===== src/rtl/led_seg_output.sv =====
// led_seg_output: MMIO store decode into LED and display registers, plus an
// 8-digit common-anode hex scanner driving active-low anodes and segments.
module led_seg_output #(
    parameter int SCAN_DIV = 100000,
    parameter int CNT_W    = 17
) (
    input  logic        clk,
    input  logic        rst,
    input  logic        ioWrite,
    input  logic [31:0] address,
    input  logic [15:0] dataIOOutput,
    output logic [15:0] led,
    output logic [7:0]  seg_an,
    output logic [7:0]  seg_out
);
    logic [15:0]      led_q, led_d;
    logic [31:0]      value_q, value_d;
    logic [7:0]       mask_q, mask_d;
    logic [CNT_W-1:0] cnt_q, cnt_d;
    logic [2:0]       dig_q, dig_d;
    logic [7:0]       an_q, an_d;
    logic [7:0]       seg_q, seg_d;
    logic [3:0]       nib;
    logic [6:0]       font;
    logic             wrap;

    always_comb begin
        led_d   = led_q;
        value_d = value_q;
        mask_d  = mask_q;
        if (ioWrite) begin
            led_d   = address == 32'hffff_ffc1 ? dataIOOutput :
                      address == 32'hffff_ffc3 ? {dataIOOutput[7:0], led_q[7:0]} :
                      address == 32'hffff_ffc5 ? {led_q[15:8], dataIOOutput[7:0]} : led_q;
            value_d = address == 32'hffff_ffd1 ? {value_q[31:16], dataIOOutput} :
                      address == 32'hffff_ffd3 ? {dataIOOutput, value_q[15:0]} : value_q;
            mask_d  = address == 32'hffff_ffd5 ? dataIOOutput[7:0] : mask_q;
        end
        wrap  = cnt_q == CNT_W'(SCAN_DIV - 1);
        cnt_d = wrap ? '0 : cnt_q + 1'b1;
        dig_d = wrap ? dig_q + 3'd1 : dig_q;
        nib   = value_q[{dig_q, 2'b00} +: 4];
        case (nib)
            4'h0: font = 7'b1000000;
            4'h1: font = 7'b1111001;
            4'h2: font = 7'b0100100;
            4'h3: font = 7'b0110000;
            4'h4: font = 7'b0011001;
            4'h5: font = 7'b0010010;
            4'h6: font = 7'b0000010;
            4'h7: font = 7'b1111000;
            4'h8: font = 7'b0000000;
            4'h9: font = 7'b0010000;
            4'hA: font = 7'b0001000;
            4'hB: font = 7'b0000011;
            4'hC: font = 7'b1000110;
            4'hD: font = 7'b0100001;
            4'hE: font = 7'b0000110;
            default: font = 7'b0001110;
        endcase
        // Decimal point is never driven, so bit 7 stays dark.
        an_d  = mask_q[dig_q] ? ~(8'b1 << dig_q) : 8'hFF;
        seg_d = mask_q[dig_q] ? {1'b1, font} : 8'hFF;
    end

    always_ff @(posedge clk) begin
        if (!rst) begin
            led_q   <= '0;
            value_q <= '0;
            mask_q  <= 8'hFF;
            cnt_q   <= '0;
            dig_q   <= '0;
            an_q    <= 8'hFF;
            seg_q   <= 8'hFF;
        end else begin
            led_q   <= led_d;
            value_q <= value_d;
            mask_q  <= mask_d;
            cnt_q   <= cnt_d;
            dig_q   <= dig_d;
            an_q    <= an_d;
            seg_q   <= seg_d;
        end
    end

    assign led     = led_q;
    assign seg_an  = an_q;
    assign seg_out = seg_q;
endmodule


===== config.mk =====
export PLATFORM = sky130hd
export DESIGN_NAME = led_seg_output
export DESIGN_NICKNAME = d
export VERILOG_FILES = /design/src/rtl/led_seg_output.sv
export SDC_FILE = /design/constraint.sdc
export NUM_CORES = 1
export LEC_CHECK = 0
export BUFFER_PORTS_ARGS = -buffer_cell sky130_fd_sc_hd__buf_4
export CORE_UTILIZATION = 55
export DETAILED_ROUTE_END_ITERATION = 12
export GPL_TIMING_DRIVEN = 0
export PLACE_DENSITY_LB_ADDON = 0.25
export SYNTH_ARGS = -nofsm -noshare
export SYNTH_HDL_FRONTEND = slang
export SYNTH_SLANG_ARGS = --single-unit

===== constraint.sdc =====
create_clock -name clk -period 3.85 [get_ports clk]
set_clock_uncertainty 0.1 [all_clocks]
set_input_delay 0.5775 -clock clk [delete_from_list [all_inputs] [get_ports clk]]
set_output_delay 0.5775 -clock clk [all_outputs]
set_load 0.05 [all_outputs]

==> flow_summary.toml <==
[hold_path]
hold_path_depth = 1
holdPathEnd = "cnt_q[0]"
hold_class = "reg2reg"
hp-start = "cnt_q[0]"

[global_routing]
grt_usage_pct = 24.26
grt_overflow = 0
grt_max_degree = 17
grt_pass1_vias = 3099
antenna_found_initial = 0
grt_pass1_wl_um = 14590

[clock_network]
clkLatencyLatePin_ns = 0.37
cts_buffer_depth = 2
postCtsHoldBufs = 0
post_cts_resized = 0
clk_pin_slew_ns = 0.10
cts_buffers = 9
tritoncts = "done"
postCtsSetupRepairBufs = 0
cts.sinks = 91
cts_root_buf = "clkbuf_8"
cts_htree_levels = 3

[sta]
rsz0062_at_grt = "false"
finalSetupViolCount = 0
fmax_mhz = 402.8
hold_viol = 0
fin_crit_ns = 2.482
slew_viol_final = 0
period_share_pct = 64.48
tightest_slew_ns = 0.6610
setup-tns-final_ns = 0
maxSlewHeadroom_pct = 55.93

[placed_design]
place_hpwl_um = 6686
gp_congestion = 0.7835
placed_cell_area_um2 = 4911
io_buffers = 80

[flow_run]
cap_violations = 0

[synthesis]
yosysMostFrequentCell = "dfxtp_1"
yosys-top-cells-count = "dfxtp_1 (91), nand2_1 (61), mux2i_1 (59), nor2b_1 (34), nor2_1 (20)"
syn_inst = 403
yosysSeqAreaShare_pct = 43.51
synth.avg_cell_area_um2 = 10.39
synth_top_cell_area_share_pct = 43.51
ys_ff_latch = 91
synth_edf_count = 0
synth_nets = 466
yosys_warnings = 0
ys_top_cells_by_area = "dfxtp_1 (44%), mux2i_1 (14%), nand2_1 (5.5%), mux4_2 (5.4%), nor2b_1 (5.1%)"
async_flop_share_pct = 0
ys.flop_type = "dfxtp_1"
synth_cell_types = 43
synth_top_area_cell = "dfxtp_1"
syn_area_um2 = 4187

[critical_path]
crit_fanout = 10
rr_endpoint = "seg_out[3]"
r2r-start = "dig_q[0]"
worst_ep_arrival_time_ns = 2.68
r2r_cells = 7
critPathKind = "reg2reg"
crit_required_ns = 4.05
cp-start-kind = "flop"
r2r_setup_slack_ns = 1.37
path_cells = "buf_4 > mux4_2 > mux2_2 > inv_1 > ha_1 > a211o_1 > nand3_1"
worstSetupEndpointType = "flop"
crit_start = "dig_q[0]"
max_stage_delay_ns = 0.54
crit_slowest_cell = "mux4_2"

[cells_and_area]
drive_above_1_share_pct = 25.85
antenna_cells = 0
multi_input_area_um2 = 2237
syn2layout_area_growth_pct = 21.52
final_cell_area_um2 = 5087
nFillCells = 592
regArea_um2 = 1822
nNetsFinal = 557

[detailed_routing]
drc = 0
ant_nets = 0
vias = 3153
avgViaCountPerCell = 5.273
wirelength_um = 8798
first_iter_violations = 131
routedWlPerCell_um = 14.71
firstDrtPassIters = 4

[outcome]
status = "complete, no violations"

[power_and_ir_drop]
leakage_nw = 2.302
powerDensity_nw_per_um2 = 329.6
ir_worst_vdd_mv = 0.2107

[floorplan]
start_util_pct = 57.41
die-area_um2 = 7965
die_x_um = 89.25
rows = 31
ios = 83
core_um2 = 7292
dieHeight_um = 89.25
## per-layer routing
layer | GRT usage, % | vias up | part of all wire (%)
met3 | 3.786 | 9 | 4.6
met1 | 31.44 | 1504 | 45
met5 | 0 | - | 0
met4 | 9.091 | 0 | 1.1
li1 | - | 1568 | -
met2 | 41.01 | 72 | 49
## cell type report
class	count	area share, %
inverter	7	0.5165
buffer	20	1.992
timing repair buffer	80	11.81
sequential	91	35.81
multi-input combinational	285	43.97
clock inverter	6	0.9592
clock buffer	10	2.509
tap	99	2.435
## worst max-delay path: cells and delay by family, from the launching register on
family	cells	cell delay (ns)
mux	2	0.88
flops	1	0.45
buf+inv	2	0.39
compound gates	1	0.27
fa+ha+maj	1	0.25
simple gates	1	0.08
## worst max path at each step
stage	to
finish	seg_out[3]
global route	seg_out[3]
CTS	seg_out[3]
detailed placement	value_q[15]
global placement	value_q[1]
floorplan	value_q[0]
## report_power, final
part	total [mW]	leakage, nW	switching (mW)	internal, mW
combinational	0.127	1.49	0.0661	0.0608
sequential	0.950	0.737	0.00269	0.947
clock	0.600	0.0799	0.358	0.242
total	1.68	2.30	0.427	1.25
## layout by cell type (no fill, tap or decap), drive strengths merged, types with 3 or more instances in the layout
cell type  count
nand2         61
clkbuf        23
mux2i         60
inv            9
o221ai         3
and4           4
nand3          8
xnor2          5
o211ai         4
mux4          10
dfxtp         91
o21ai          3
clkinvlp       3
nor2b         34
nor2          20
and3           5
and2           4
buf           87
nand2b         3
xor2          11
nand4         11
mux2           9
nor4           3
ha            12
## state kept, by name (all words and copies together) (netlist names)
register / count
seg_an: 8
cnt_q: 17
value_q: 32
seg_out: 7
mask_q: 8
led: 16
dig_q: 3
## stage by stage
step	power [mW]	hold WS (ns)	instances	setup slack [ns]	util [%]
after floorplan	1.031	0.3130	403	1.642	-
after global placement	1.096	0.3260	582	1.329	67.35
after detailed placement	1.099	0.3338	582	1.262	67.35
after CTS	1.681	0.3525	598	1.355	69.77
after global routing	1.729	0.3742	598	1.246	69.77
final	1.677	0.3516	598	1.368	69.77
## logic make-up after synthesis
group	synth area share (%)
adder cells (fa/ha/maj)	3.586
other	0.08957
flip-flops	43.51
AND/OR/NAND/NOR	21.01
buffers and inverters	3.048
AO/OA/AOI/OAI	2.959
XOR/XNOR	3.347
multiplexers	22.44
(Power assumes the default switching activity.)
